File: src/rtl/biu_constants_pkg.sv
// Shared bus-interface-unit encodings for transfer size, burst type and protection.
package biu_constants_pkg;

    typedef enum logic [2:0] {
        BYTE  = 3'b000,
        HWORD = 3'b001,
        WORD  = 3'b010,
        DWORD = 3'b011,
        QWORD = 3'b100
    } biu_size_t;

    typedef enum logic [2:0] {
        SINGLE = 3'b000,
        INCR   = 3'b001,
        WRAP4  = 3'b010,
        INCR4  = 3'b011,
        WRAP8  = 3'b100,
        INCR8  = 3'b101,
        WRAP16 = 3'b110,
        INCR16 = 3'b111
    } biu_type_t;

    typedef logic [2:0] biu_prot_t;

    localparam biu_prot_t PROT_DATA        = 3'b000;
    localparam biu_prot_t PROT_INSTRUCTION = 3'b100;
    localparam biu_prot_t PROT_USER        = 3'b000;
    localparam biu_prot_t PROT_PRIVILEGED  = 3'b010;
    localparam biu_prot_t PROT_NONSECURE   = 3'b000;
    localparam biu_prot_t PROT_SECURE      = 3'b001;

endpackage

File: src/rtl/riscv_ifq_pkg.sv
// Types and helpers for the instruction fetch queue (optional bypass: RISCV_IFQ_BYPASS_EN).
package riscv_ifq_pkg;
    import biu_constants_pkg::*;

    localparam int IFQ_XLEN_MAX = 64;

    localparam logic [1:0] PRV_U = 2'b00;
    localparam logic [1:0] PRV_S = 2'b01;
    localparam logic [1:0] PRV_M = 2'b11;

    // Sized for the widest XLEN; narrower builds use the low bits of each field.
    typedef struct packed {
        logic [IFQ_XLEN_MAX-1:0] parcel;
        logic [IFQ_XLEN_MAX-1:0] pc;
        logic                    err;
    } ifq_entry_t;

    function automatic biu_prot_t ifq_prot(input logic [1:0] prv);
        return PROT_INSTRUCTION | ((prv == PRV_U) ? PROT_USER : PROT_PRIVILEGED);
    endfunction

endpackage

File: src/rtl/riscv_ifq_fifo.sv
// Parametrised-width circular FIFO with synchronous clear and level count.
module riscv_ifq_fifo #(
    parameter  int WIDTH = 32,
    parameter  int DEPTH = 4,
    localparam int AW    = $clog2(DEPTH)
) (
    input  logic             clk_i,
    input  logic             rst_ni,
    input  logic             clr_i,
    input  logic             push_i,
    input  logic             pop_i,
    input  logic [WIDTH-1:0] d_i,
    output logic [WIDTH-1:0] q_o,
    output logic             full_o,
    output logic             empty_o,
    output logic [AW:0]      level_o
);

    logic [WIDTH-1:0] mem_q [DEPTH];
    logic [AW-1:0]    wr_ptr_q, wr_ptr_d;
    logic [AW-1:0]    rd_ptr_q, rd_ptr_d;
    logic [AW:0]      level_q, level_d;
    logic             do_push, do_pop;

    assign full_o  = (level_q == (AW+1)'(DEPTH));
    assign empty_o = (level_q == '0);
    assign level_o = level_q;
    assign q_o     = mem_q[rd_ptr_q];

    // A push into a full FIFO is only legal when the head leaves in the same cycle.
    assign do_push = push_i & ~clr_i & (~full_o | pop_i);
    assign do_pop  = pop_i  & ~clr_i & ~empty_o;

    always_comb begin
        wr_ptr_d = wr_ptr_q;
        rd_ptr_d = rd_ptr_q;
        level_d  = level_q;
        if (clr_i) begin
            wr_ptr_d = '0;
            rd_ptr_d = '0;
            level_d  = '0;
        end else begin
            if (do_push) wr_ptr_d = wr_ptr_q + AW'(1);
            if (do_pop)  rd_ptr_d = rd_ptr_q + AW'(1);
            level_d = level_q + (AW+1)'(do_push) - (AW+1)'(do_pop);
        end
    end

    always_ff @(posedge clk_i or negedge rst_ni) begin
        if (!rst_ni) begin
            wr_ptr_q <= '0;
            rd_ptr_q <= '0;
            level_q  <= '0;
        end else begin
            wr_ptr_q <= wr_ptr_d;
            rd_ptr_q <= rd_ptr_d;
            level_q  <= level_d;
        end
    end

    always_ff @(posedge clk_i) begin
        if (do_push) mem_q[wr_ptr_q] <= d_i;
    end

endmodule

File: src/rtl/riscv_ifetch_queue.sv
// Pipelined cacheless instruction fetch: up to DEPTH sequential fetches in flight,
// responses buffered with PC and error tag. Zero-latency bypass under RISCV_IFQ_BYPASS_EN.
module riscv_ifetch_queue
    import biu_constants_pkg::*;
    import riscv_ifq_pkg::*;
#(
    parameter int XLEN        = 32,
    parameter int PLEN        = XLEN,
    parameter int DEPTH       = 4,
    parameter int BIUTAG_SIZE = 1
) (
    input  logic                   clk_i,
    input  logic                   rst_ni,

    input  logic                   if_flush_i,
    input  logic [XLEN-1:0]        if_nxt_pc_i,
    input  logic                   if_rdy_i,
    output logic                   if_parcel_valid_o,
    output logic [XLEN-1:0]        if_parcel_o,
    output logic [XLEN-1:0]        if_parcel_pc_o,
    output logic                   if_parcel_error_o,

    input  logic [1:0]             st_prv_i,

    output logic                   biu_stb_o,
    input  logic                   biu_stb_ack_i,
    output logic [PLEN-1:0]        biu_adri_o,
    output biu_size_t              biu_size_o,
    output biu_type_t              biu_type_o,
    output biu_prot_t              biu_prot_o,
    output logic [BIUTAG_SIZE-1:0] biu_tagi_o,
    input  logic [XLEN-1:0]        biu_q_i,
    input  logic                   biu_ack_i,
    input  logic                   biu_err_i
);

    localparam int AW    = $clog2(DEPTH);
    localparam int EW    = 2*XLEN + 1;
    localparam int BYTES = XLEN / 8;
    localparam int LSB   = $clog2(BYTES);

    logic [XLEN-1:0] fetch_pc_q, fetch_pc_d;
    logic            active_q, active_d;
    logic [AW:0]     discard_q, discard_d;

    logic [XLEN-1:0] pc_aligned;
    logic [AW+1:0]   credit_used;
    logic            credit_ok;
    logic            accept, resp, resp_keep;
    logic [AW:0]     out_next;

    logic [XLEN-1:0] pcf_head;
    logic            pcf_full, pcf_empty;
    logic [AW:0]     pcf_level;

    logic [EW-1:0]   resp_entry, dq_head, head_entry;
    logic            dq_full, dq_empty, dq_push, dq_pop;
    logic [AW:0]     dq_level;
    logic            parcel_valid;

    assign pc_aligned = {fetch_pc_q[XLEN-1:LSB], {LSB{1'b0}}};

    // The PC FIFO level is the number of requests accepted but not yet answered.
    assign credit_used = {1'b0, pcf_level} + {1'b0, dq_level};
    assign credit_ok   = (credit_used < (AW+2)'(DEPTH)) & ~pcf_full & ~dq_full;

    // A late ack racing a flush still counts: the request was on the bus that cycle.
    assign accept    = biu_stb_ack_i & active_q & credit_ok;
    assign resp      = (biu_ack_i | biu_err_i) & ~pcf_empty;
    assign resp_keep = resp & ~if_flush_i & (discard_q == '0);
    assign out_next  = pcf_level + (AW+1)'(accept) - (AW+1)'(resp);

    assign resp_entry = {biu_q_i, pcf_head, biu_err_i};

    assign biu_stb_o  = active_q & ~if_flush_i & credit_ok;
    assign biu_adri_o = PLEN'(pc_aligned);
    assign biu_type_o = SINGLE;
    assign biu_prot_o = ifq_prot(st_prv_i);
    assign biu_tagi_o = '0;

    generate
        if (XLEN == 32) begin : g_size_word
            assign biu_size_o = WORD;
        end else begin : g_size_dword
            assign biu_size_o = DWORD;
        end
    endgenerate

    riscv_ifq_fifo #(
        .WIDTH (XLEN),
        .DEPTH (DEPTH)
    ) u_pc_fifo (
        .clk_i   (clk_i),
        .rst_ni  (rst_ni),
        .clr_i   (1'b0),
        .push_i  (accept),
        .pop_i   (resp),
        .d_i     (pc_aligned),
        .q_o     (pcf_head),
        .full_o  (pcf_full),
        .empty_o (pcf_empty),
        .level_o (pcf_level)
    );

    riscv_ifq_fifo #(
        .WIDTH (EW),
        .DEPTH (DEPTH)
    ) u_data_queue (
        .clk_i   (clk_i),
        .rst_ni  (rst_ni),
        .clr_i   (if_flush_i),
        .push_i  (dq_push),
        .pop_i   (dq_pop),
        .d_i     (resp_entry),
        .q_o     (dq_head),
        .full_o  (dq_full),
        .empty_o (dq_empty),
        .level_o (dq_level)
    );

    assign dq_pop = ~dq_empty & if_rdy_i & ~if_flush_i;

`ifdef RISCV_IFQ_BYPASS_EN
    logic bypass;

    // An empty queue lets a live response through combinationally; if taken, it is never stored.
    assign bypass       = resp_keep & dq_empty;
    assign dq_push      = resp_keep & ~(bypass & if_rdy_i);
    assign head_entry   = dq_empty ? resp_entry : dq_head;
    assign parcel_valid = ~dq_empty | bypass;
`else
    assign dq_push      = resp_keep;
    assign head_entry   = dq_head;
    assign parcel_valid = ~dq_empty;
`endif

    assign if_parcel_valid_o = parcel_valid;
    assign if_parcel_o       = parcel_valid ? head_entry[EW-1 -: XLEN]   : '0;
    assign if_parcel_pc_o    = parcel_valid ? head_entry[XLEN -: XLEN]   : '0;
    assign if_parcel_error_o = parcel_valid & head_entry[0];

    always_comb begin
        fetch_pc_d = fetch_pc_q;
        active_d   = active_q;
        discard_d  = discard_q;
        if (if_flush_i) begin
            fetch_pc_d = if_nxt_pc_i;
            active_d   = 1'b1;
            discard_d  = out_next;
        end else begin
            if (accept) fetch_pc_d = fetch_pc_q + XLEN'(BYTES);
            if (resp && (discard_q != '0)) discard_d = discard_q - (AW+1)'(1);
        end
    end

    always_ff @(posedge clk_i or negedge rst_ni) begin
        if (!rst_ni) begin
            fetch_pc_q <= '0;
            active_q   <= 1'b0;
            discard_q  <= '0;
        end else begin
            fetch_pc_q <= fetch_pc_d;
            active_q   <= active_d;
            discard_q  <= discard_d;
        end
    end

endmodule

File: config.mk
export PLATFORM = sky130hd
export DESIGN_NAME = riscv_ifetch_queue
export DESIGN_NICKNAME = d
export VERILOG_FILES = /design/src/rtl/biu_constants_pkg.sv /design/src/rtl/riscv_ifq_pkg.sv /design/src/rtl/riscv_ifq_fifo.sv /design/src/rtl/riscv_ifetch_queue.sv
export SDC_FILE = /design/constraint.sdc
export NUM_CORES = 1
export LEC_CHECK = 0
export CAP_MARGIN = 5
export CORE_ASPECT_RATIO = 0.5
export CORE_MARGIN = 5
export CORE_UTILIZATION = 61
export CTS_CLUSTER_SIZE = 10
export DETAILED_ROUTE_END_ITERATION = 10
export GPL_TIMING_DRIVEN = 0
export MAX_ROUTING_LAYER = met4
export PLACE_DENSITY = 0.85
export SYNTH_ARGS = -nofsm -noshare
export SYNTH_HDL_FRONTEND = slang
export SYNTH_HIERARCHICAL = 1
export SYNTH_SLANG_ARGS = --single-unit
File: constraint.sdc
create_clock -name clk_i -period 6.8 [get_ports clk_i]
set_input_delay 1.36 -clock clk_i [delete_from_list [all_inputs] [get_ports clk_i]]
set_output_delay 1.36 -clock clk_i [all_outputs]
set_load 0.05 [all_outputs]
==> results.toml, run 1 <==
[run_status]
status = "completed"

[setup_path]
crit_path_end_kind = "output port"
reg2reg_depth = 14
reg2reg_slack_ns = 2.57
path_cells = "nor3_1 > clkbuf_1 > clkbuf_1 > nor2b_1 > clkdlybuf4s50_1"
worst_path_most_repeated_cell = "clkbuf_1"
cp_slowest_cell = "nor3_1"
cp.arrival_ns = 3.99
r2r-start = "u_data_queue/level_o[1]"
startpoint = "u_data_queue/level_o[1]"
crit_family = "buffers and inverters"
crit_type = "flip-flop to output port"
cpPeakStageDelay_ns = 0.88
crit_path_start_kind = "flip-flop"
reg2reg_to = "u_data_queue/level_o[2]"
path_buf_inv = 3
worst_ep_required_time_ns = 5.44
cp_max_fo = 10
crit_end = "if_parcel_pc_o[0]"
cp_num_cells = 5

[detailed_routing]
antenna_left = 0
avgRoutedWirePerCell_um = 25.5
vias_per_cell = 6.06
totalWireLength_mm = 40.3
drtPass1Iterations = 6
drt_iter0_drc = 1207
drc_errors = 0
vias = 9562

[floorplanning]
dieHeight_um = 130
initial_utilization = 0.615
io_pins = 182
floorplan.die_area_mm2 = 0.0327
core_area_mm2 = 0.0287
die_w_um = 251
num_rows = 44

[sta]
layout_setup_ws_ns = 1.45
final_max_slew_viol_count = 0
tns_ns = 0
fmax_mhz = 187
finalCriticalPeriod_ns = 5.35
hold_viol_final = 0
relSlewSlack = 0.300
period_share = 0.787
setup_viol = 0
worst_slew_pin_slew_ns = 1.04
finClkSkew_ns = 0.0364
rsz0062_at_grt = "no"

[power_and_ir_drop]
power_frac_seq = 0.489
cellPowerDensity_mw_per_mm2 = 314
p_sw_mw = 1.76
p_int_mw = 4.96
p_total_mw = 6.72
power_leakage_nw = 7.04
swShare = 0.262
combPwrFrac = 0.160
clkPwrFrac = 0.351
ir_drop_v = 0.000193

[global_route]
grt_remaining_overflow = 0
first_global_vias = 10000
antenna_found_initial = 0
grt_first_pass_wirelength_mm = 61.5
grt_max_degree = 40
grt_usage = 0.259

[layout]
num-nets-final = 1261
fin_util = 0.745
syn2layout_area_growth_pct = 21.2
antenna_cells = 0
drive_gt1_frac = 0.185

[place]
dp_hpwl_mm = 24.4
dp_worst_setup_slack_ns = 1.86
portBuffers = 168
gp_congestion = 0.848

[flow_run]
cap_violations = 0

[cts]
cts_tree = "yes"
post_cts_buffers = 0
insertion_delay_ns = 0.56
root_buffer = "clkbuf_16"
htreeDepth = 2
post_cts_resize_count = 0
hold_buffers = 0
clockBufferDepth = 3
cts_buffers = 49
clk_pin_slew_ns = 0.06
numClockSinks = 436

[synthesis]
synth_top_cell_area_share = 0.660
synth_edf_count = 388
synth_area_per_cell_um2 = 19.1
synthArstFlopShare = 0.110
ys_ff_latch = 436
yosysTopAreaCell = "edfxtp_1"
synth-seq-area-share = 0.728
synth.area.top_cells = "edfxtp_1, mux4_2, dfrtp_1"
ys.flop_type = "edfxtp_1"
synth_cells = 924
synthesis.area_mm2 = 0.0177
synth.distinct_cells = 47
yosysWarnings = 6

[min_path]
whs_path_depth = 1
hold_path_class = "flip-flop to flip-flop"
metal layers:
| layer | vias to the layer above | part of all wire | global-route usage |
|---|---|---|---|
| li1 | 4052 | - | - |
| met1 | 4899 | 0.40 | 0.351 |
| met2 | 532 | 0.51 | 0.427 |
| met3 | 79 | 0.074 | 0.0362 |
| met4 | 0 | 0.025 | 0.0705 |
| met5 | - | 0 | - |
power by group through the flow:
stage               Combinational (mW)  Clock (mW)  Sequential (mW)
global route                      1.15        2.51             3.30
global placement                 0.995           0             3.32
finish                            1.08        2.36             3.29
detailed placement                1.05           0             3.33
floorplan                        0.640           0             3.36
CTS                               1.07        2.39             3.29
worst min-delay path by stage:
stage,start,end,slack (ns)
final,active_q,active_q,0.49
after global routing,active_q,active_q,0.51
after CTS,active_q,active_q,0.49
after detailed placement,active_q,active_q,0.49
after global placement,active_q,active_q,0.48
after floorplan,active_q,active_q,0.45
Yosys cell counts (5+ instances only):
cell,instances
clkbuf_1,21
and2_1,5
nor2_1,18
mux4_2,97
or2_2,6
nor2b_1,67
nand4_1,9
buf_6,6
nand2_1,30
xor2_1,13
mux2_2,9
inv_1,30
dfrtp_1,48
o21ai_0,24
nor3_1,14
nor4_1,11
ha_1,19
edfxtp_1,388
buf_2,9
xnor2_1,26
buf_4,14
nand3_1,9
worst reg2reg max path: stages (launching register included):
cell and delay [ns]:
dfrtp_1 0.50, nor3_1 0.88, clkbuf_1 0.62, inv_1 0.25, and3_1 0.31, inv_1 0.09
a21oi_2 0.15, inv_1 0.13, ha_1 0.25, inv_1 0.08, ha_1 0.16, inv_1 0.06
fa_1 0.38, xnor2_1 0.20, nor2_1 0.06
logic make-up (layout without fill, tap and decap cells):
logic type,Yosys count,in the layout,synth area share
buffers and inverters,84,329,0.0277
other,2,20,0.000425
multiplexers,111,111,0.133
flip-flops,436,436,0.728
AND/OR/NAND/NOR,194,194,0.0631
adder cells (fa/ha/maj),22,22,0.0169
XOR/XNOR,39,39,0.0193
AO/OA/AOI/OAI,36,36,0.0122
through the flow:
step	std cells	instance area [um^2]	hold WS [ns]
2_1_floorplan	942	17700	0.454
3_3_place_gp	1501	19900	0.480
3_5_place_dp	1506	20000	0.486
4_1_cts	1578	21400	0.490
5_1_grt	1578	21400	0.513
6_report	1578	21400	0.486
cells in the final DEF (no fill, tap or decap), types with 10 or more instances in the layout:
master,n
inv_1,30
nor2_1,18
clkdlybuf4s50_1,167
buf_4,14
o21ai_0,24
edfxtp_1,388
nor3_1,14
nor2b_1,67
clkbuf_16,51
buf_2,10
ha_1,19
dfrtp_1,48
xnor2_1,26
nand2_1,30
clkbuf_1,40
nor4_1,11
mux4_2,97
xor2_1,13
conb_1,20
sequential cells by signal (all words and copies together), names as in the netlist, 3 cells and up:
signal,cells
u_data_queue/level_o,3
discard_q,3
u_pc_fifo/level_o,3
u_pc_fifo/mem_q,128
u_data_queue/mem_q,260
fetch_pc_q,30
cell type report:
cell class | count | area (um^2)
Clock buffer | 70 | 1350
Tap cell | 391 | 489
Buffer | 54 | 377
Timing Repair Buffer | 173 | 1780
Clock inverter | 2 | 38.8
Sequential cell | 436 | 12900
Inverter | 30 | 113
Fill cell | 1569 | 7340
Multi-Input combinational cell | 422 | 4400
Note: power is estimated with default switching activity, not from simulation.
==> run 2: changes to the inputs <==
--- a/config.mk
+++ b/config.mk
@@ -8,12 +8,12 @@
 export CAP_MARGIN = 5
 export CORE_ASPECT_RATIO = 0.5
 export CORE_MARGIN = 5
-export CORE_UTILIZATION = 61
+export CORE_UTILIZATION = 51
 export CTS_CLUSTER_SIZE = 10
 export DETAILED_ROUTE_END_ITERATION = 10
 export GPL_TIMING_DRIVEN = 0
 export MAX_ROUTING_LAYER = met4
-export PLACE_DENSITY = 0.85
+export PLACE_DENSITY = 0.76
 export SYNTH_ARGS = -nofsm -noshare
 export SYNTH_HDL_FRONTEND = slang
 export SYNTH_HIERARCHICAL = 1
==> constraint.sdc (replaced) <==
create_clock -name clk_i -period 4.8 [get_ports clk_i]
set_input_delay 0.96 -clock clk_i [delete_from_list [all_inputs] [get_ports clk_i]]
set_output_delay 0.96 -clock clk_i [all_outputs]
set_load 0.05 [all_outputs]
==> run 2 against run 1 <==
Against the previous run: clock power is 37% higher; register-to-register slack worse by 1.2 ns; power grew 39%; critical path depth unchanged; sequential power grew 41%; sequential share of layout area down 0.16 points; final cell count increased by 5.1%; critical path type unchanged; combinational power increased by 37%; first-iteration DRC count down 43%; worst setup slack got worse by 0.96 ns; final area up 0.27%.
==> results.toml, run 2 (synthesized netlist as in run 1, its figures left out) <==
[floorplanning]
die_w_um = 273
num_rows = 48
dieHeight_um = 142
floorplan.die_area_mm2 = 0.0387
io_pins = 182
initial_utilization = 0.515
core_area_mm2 = 0.0343

[setup_path]
cp_max_fo = 10
worst_path_most_repeated_cell = "clkbuf_1"
cp_slowest_cell = "clkdlybuf4s50_1"
cpPeakStageDelay_ns = 0.74
worst_ep_required_time_ns = 3.84
crit_path_start_kind = "flip-flop"
path_cells = "nor3_2 > clkbuf_1 > clkbuf_1 > nor2b_1 > clkdlybuf4s50_1"
crit_path_end_kind = "output port"
cp.arrival_ns = 3.35
crit_type = "flip-flop to output port"

[layout]
drive_gt1_frac = 0.184
top_regs = "u_data_queue/mem_q (260), u_pc_fifo/mem_q (128), fetch_pc_q (30)"
layout_commonest_cell = "edfxtp_1"
antenna_cells = 0
syn2layout_area_growth_pct = 21.5
fillerInstances = 2346
num-nets-final = 1261
final_cell_mix = "edfxtp_1, clkdlybuf4s50_1, mux4_2, nor2b_1, clkbuf_16"
largest_reg_flops = 260
regMostFlops = "u_data_queue/mem_q"
fin_util = 0.626

[detailed_routing]
totalWireLength_mm = 38.2
drt_iter0_drc = 693
drtPass1Iterations = 5
drc_errors = 0
vias = 9148
vias_per_cell = 5.51
antenna_left = 0
avgRoutedWirePerCell_um = 23.0

[power_and_ir_drop]
swShare = 0.258
p_sw_mw = 2.42
power_leakage_nw = 7.02
combPwrFrac = 0.158
power_frac_seq = 0.496
p_int_mw = 6.95
clkPwrFrac = 0.346
ir_drop_v = 0.000245
cellPowerDensity_mw_per_mm2 = 437

[global_route]
grt_first_pass_wirelength_mm = 59.2
grt_max_degree = 39
grt_remaining_overflow = 0
first_global_vias = 9774
antenna_found_initial = 0
grt_usage = 0.207

[cts]
hold_buffers = 0
clk_pin_slew_ns = 0.06
root_buffer = "clkbuf_16"
cts_tree = "yes"
cts_buffers = 49
insertion_delay_ns = 0.55
clockBufferDepth = 3
htreeDepth = 2
numClockSinks = 436

[place]
dp_hpwl_mm = 24.1
portBuffers = 168
gp_congestion = 0.858

[run_status]
status = "completed"

[min_path]
hold_path_class = "input pin to async pin"

[sta]
period_share = 0.898
hold_viol_final = 0
setup_viol = 0
finClkSkew_ns = 0.0192
finalCriticalPeriod_ns = 4.31
relSlewSlack = 0.341
fmax_mhz = 232
tns_ns = 0
rsz0062_at_grt = "no"
final_max_slew_viol_count = 0
worst_slew_pin_slew_ns = 0.988

[flow_run]
cap_violations = 0
[run 2: cell count changes in the layout (fill, tap and decap cells not counted), sizes merged]
cell and change:
inv -1, clkbuf -2
[run 2: area by class of cell]
| cell class | count | area [um^2] | area share |
|---|---|---|---|
| clock inverters | 1 | 30.0 | 0.00140 |
| inverters | 30 | 113 | 0.00525 |
| clock buffers | 68 | 1300 | 0.0605 |
| plain buffers | 54 | 377 | 0.0176 |
| well taps | 475 | 594 | 0.0277 |
| flip-flops and latches | 436 | 12900 | 0.599 |
| multi-input cells | 422 | 4400 | 0.205 |
| repair buffers | 173 | 1790 | 0.0835 |
[run 2: path summary, 6_finish.rpt]
path | startpoint | endpoint | slack [ns] | cells after the start
worst min register to register | active_q | active_q | 0.49 | 1
min in group clk_i | active_q | active_q | 0.49 | 1
max in group asynchronous | rst_ni | fetch_pc_q[25] | 3.99 | 2
worst max register to register | u_data_queue/level_o[1] | u_data_queue/level_o[2] | 1.33 | 14
worst min-delay path | rst_ni | fetch_pc_q[17] | 0.29 | 1
worst max-delay path | u_data_queue/level_o[1] | if_parcel_pc_o[20] | 0.49 | 5
[run 2: timing repair]
action,4_1_cts,5_1_grt
resized for setup,0,1
endpoints found under the hold margin,0,0
endpoints found under the setup margin,0,15
setup buffers,0,0
[run 2: worst max-delay path: cells and delay by family, from the launching register on]
family	cells	cell delay (ns)
buffers and inverters	3	1.70
DFF	1	0.50
and+or+nand+nor	2	0.59
[run 2: metrics by stage]
step	area, um^2	setup WS [ns]	hold WS (ns)	cells	power [mW]
final	21500	0.489	0.294	1659	9.37
after floorplan	17700	0.923	0.454	942	5.67
after global placement	20000	-1.33	0.474	1585	6.13
after detailed placement	20100	0.475	0.478	1590	6.20
after global routing	21500	0.149	0.289	1659	9.76
after CTS	21500	0.124	0.279	1659	9.45
[run 2: layer usage]
metal	GRT usage	up-vias	wire, um
met4	0.0491	0	713
met3	0.0390	59	2490
met5	-	-	0
met2	0.337	323	19300
met1	0.278	4716	15700
li1	-	4050	-
[run 2: power by group through the flow]
stage | Combinational, mW | Clock [mW] | Sequential [mW]
finish | 1.48 | 3.24 | 4.65
floorplan | 0.907 | 0 | 4.76
detailed placement | 1.48 | 0 | 4.72
CTS | 1.49 | 3.31 | 4.65
global route | 1.60 | 3.49 | 4.67
global placement | 1.42 | 0 | 4.70
==> run 3: changes to the inputs <==
--- a/config.mk
+++ b/config.mk
@@ -12,7 +12,6 @@
 export CTS_CLUSTER_SIZE = 10
 export DETAILED_ROUTE_END_ITERATION = 10
 export GPL_TIMING_DRIVEN = 0
-export MAX_ROUTING_LAYER = met4
 export PLACE_DENSITY = 0.76
 export SYNTH_ARGS = -nofsm -noshare
 export SYNTH_HDL_FRONTEND = slang
==> run 3 against run 2 <==
Against the previous run: clock skew is 0.0038 ns lower; worst setup slack worse by 0.028 ns; worst hold slack better by 0.0020 ns; wire length is 0.22% lower; clock power hardly changed; core utilization stayed put.
==> results.toml, run 3 (synthesized netlist as in run 1, its figures left out) <==
[run_status]
status = "completed"

[power_and_ir_drop]
power_frac_seq = 0.496
combPwrFrac = 0.158
ir_drop_v = 0.000244
p_sw_mw = 2.42
power_leakage_nw = 7.02
p_int_mw = 6.95
clkPwrFrac = 0.346
swShare = 0.258
cellPowerDensity_mw_per_mm2 = 437

[detailed_routing]
vias_per_cell = 5.49
drc_errors = 0
drt_iter0_drc = 747
avgRoutedWirePerCell_um = 23.0
drtPass1Iterations = 5
totalWireLength_mm = 38.1
vias = 9108
antenna_left = 0

[layout]
layout_commonest_cell = "edfxtp_1"
syn2layout_area_growth_pct = 21.5
regMostFlops = "u_data_queue/mem_q"
final_cells = 1659
largest_reg_flops = 260
num-nets-final = 1261
top_regs = "u_data_queue/mem_q (260), u_pc_fifo/mem_q (128), fetch_pc_q (30)"
drive_gt1_frac = 0.184
fin_util = 0.626
final_cell_mix = "edfxtp_1, clkdlybuf4s50_1, mux4_2, nor2b_1, clkbuf_16"
antenna_cells = 0

[setup_path]
path_cells = "nor3_2 > clkbuf_1 > clkbuf_1 > nor2b_1 > clkdlybuf4s50_1"
crit_path_end_kind = "output port"
crit_path_start_kind = "flip-flop"
path_buf_inv = 3
crit_family = "buffers and inverters"
cp.arrival_ns = 3.38
cpPeakStageDelay_ns = 0.73
r2r-start = "u_data_queue/level_o[1]"
startpoint = "u_data_queue/level_o[1]"
cp_slowest_cell = "clkdlybuf4s50_1"
worst_path_most_repeated_cell = "clkbuf_1"
worst_ep_required_time_ns = 3.84
crit_type = "flip-flop to output port"
cp_max_fo = 10

[sta]
relSlewSlack = 0.347
hold_viol_final = 0
finClkSkew_ns = 0.0154
fmax_mhz = 230
period_share = 0.904
rsz0062_at_grt = "no"
setup_viol = 0
final_max_slew_viol_count = 0
finalCriticalPeriod_ns = 4.34
layout_setup_ws_ns = 0.461
worst_slew_pin_slew_ns = 0.979

[place]
dp_worst_setup_slack_ns = 0.475
dp_hpwl_mm = 24.1
dp.cells = 1590
portBuffers = 168
gp_congestion = 0.845

[global_route]
first_global_vias = 9806
grt_first_pass_wirelength_mm = 59.1
grt_remaining_overflow = 0
grt_usage = 0.201
grt_max_degree = 39
antenna_found_initial = 0

[cts]
htreeDepth = 2
cts_tree = "yes"
insertion_delay_ns = 0.55
cts_buffers = 49
hold_buffers = 0
clk_pin_slew_ns = 0.06
numClockSinks = 436
root_buffer = "clkbuf_16"
clockBufferDepth = 3

[floorplanning]
num_rows = 48
io_pins = 182
die_w_um = 273
dieHeight_um = 142
initial_utilization = 0.515
core_area_mm2 = 0.0343
floorplan.die_area_mm2 = 0.0387

[min_path]
hold_path_class = "input pin to async pin"

[flow_run]
cap_violations = 0
==> run 3: cell counts in the layout (fill, tap and decap cells not counted) <==
Identical to the previous run, type by type.
==> run 3: what timing repair did <==
action	4_1_cts	5_1_grt
setup endpoints to repair	0	15
setup buffers	0	0
gates resized for setup	0	1
==> run 3: area by class of cell <==
class / count / area [um^2]
plain buffers: 54 / 377
clock buffers: 68 / 1300
clock inverters: 1 / 30.0
fillers: 2346 / 12800
inverters: 30 / 113
multi-input cells: 422 / 4400
flip-flops and latches: 436 / 12900
well taps: 475 / 594
repair buffers: 173 / 1790
==> run 3: worst paths after layout <==
path,endpoint,slack [ns],depth (start not counted)
worst max register to register,u_data_queue/level_o[2],1.30,14
max in group asynchronous,u_data_queue/wr_ptr_q[0],3.99,2
worst min register to register,active_q,0.50,1
worst min-delay path,fetch_pc_q[17],0.30,1
min in group clk_i,active_q,0.50,1
worst max-delay path,if_parcel_o[22],0.46,5
==> run 3: metrics by stage <==
step	hold slack [ns]	setup TNS [ns]	power, mW	instance area (um^2)
after floorplan	0.454	0	5.67	17700
after global placement	0.474	-340.56	6.13	20000
after detailed placement	0.478	0	6.20	20100
after CTS	0.279	0	9.45	21500
after global routing	0.289	0	9.76	21500
final	0.296	0	9.37	21500
==> run 3: worst reg2reg max path: cells and delay by family (launching register included) <==
family	cells	cell delay [ns]
buffers and inverters	6	1.03
and+or+nand+nor	3	0.78
adders and majority gates	3	0.74
DFF	1	0.50
xor gates and xnor gates	1	0.20
AOI/OAI and AO/OA	1	0.12
==> run 3: layer usage <==
metal | vias up | part of all wire | GRT usage
met1 | 4671 | 0.41 | 0.276
met5 | - | 0 | 0
met3 | 62 | 0.064 | 0.0411
met4 | 0 | 0.018 | 0.0491
met2 | 319 | 0.51 | 0.337
li1 | 4056 | - | -
==> run 3: power groups by stage <==
stage | Sequential, mW | Clock (mW) | Combinational, mW
after detailed placement | 4.72 | 0 | 1.48
after floorplan | 4.76 | 0 | 0.907
after global routing | 4.67 | 3.48 | 1.60
after global placement | 4.70 | 0 | 1.42
final | 4.65 | 3.24 | 1.48
after CTS | 4.65 | 3.31 | 1.49
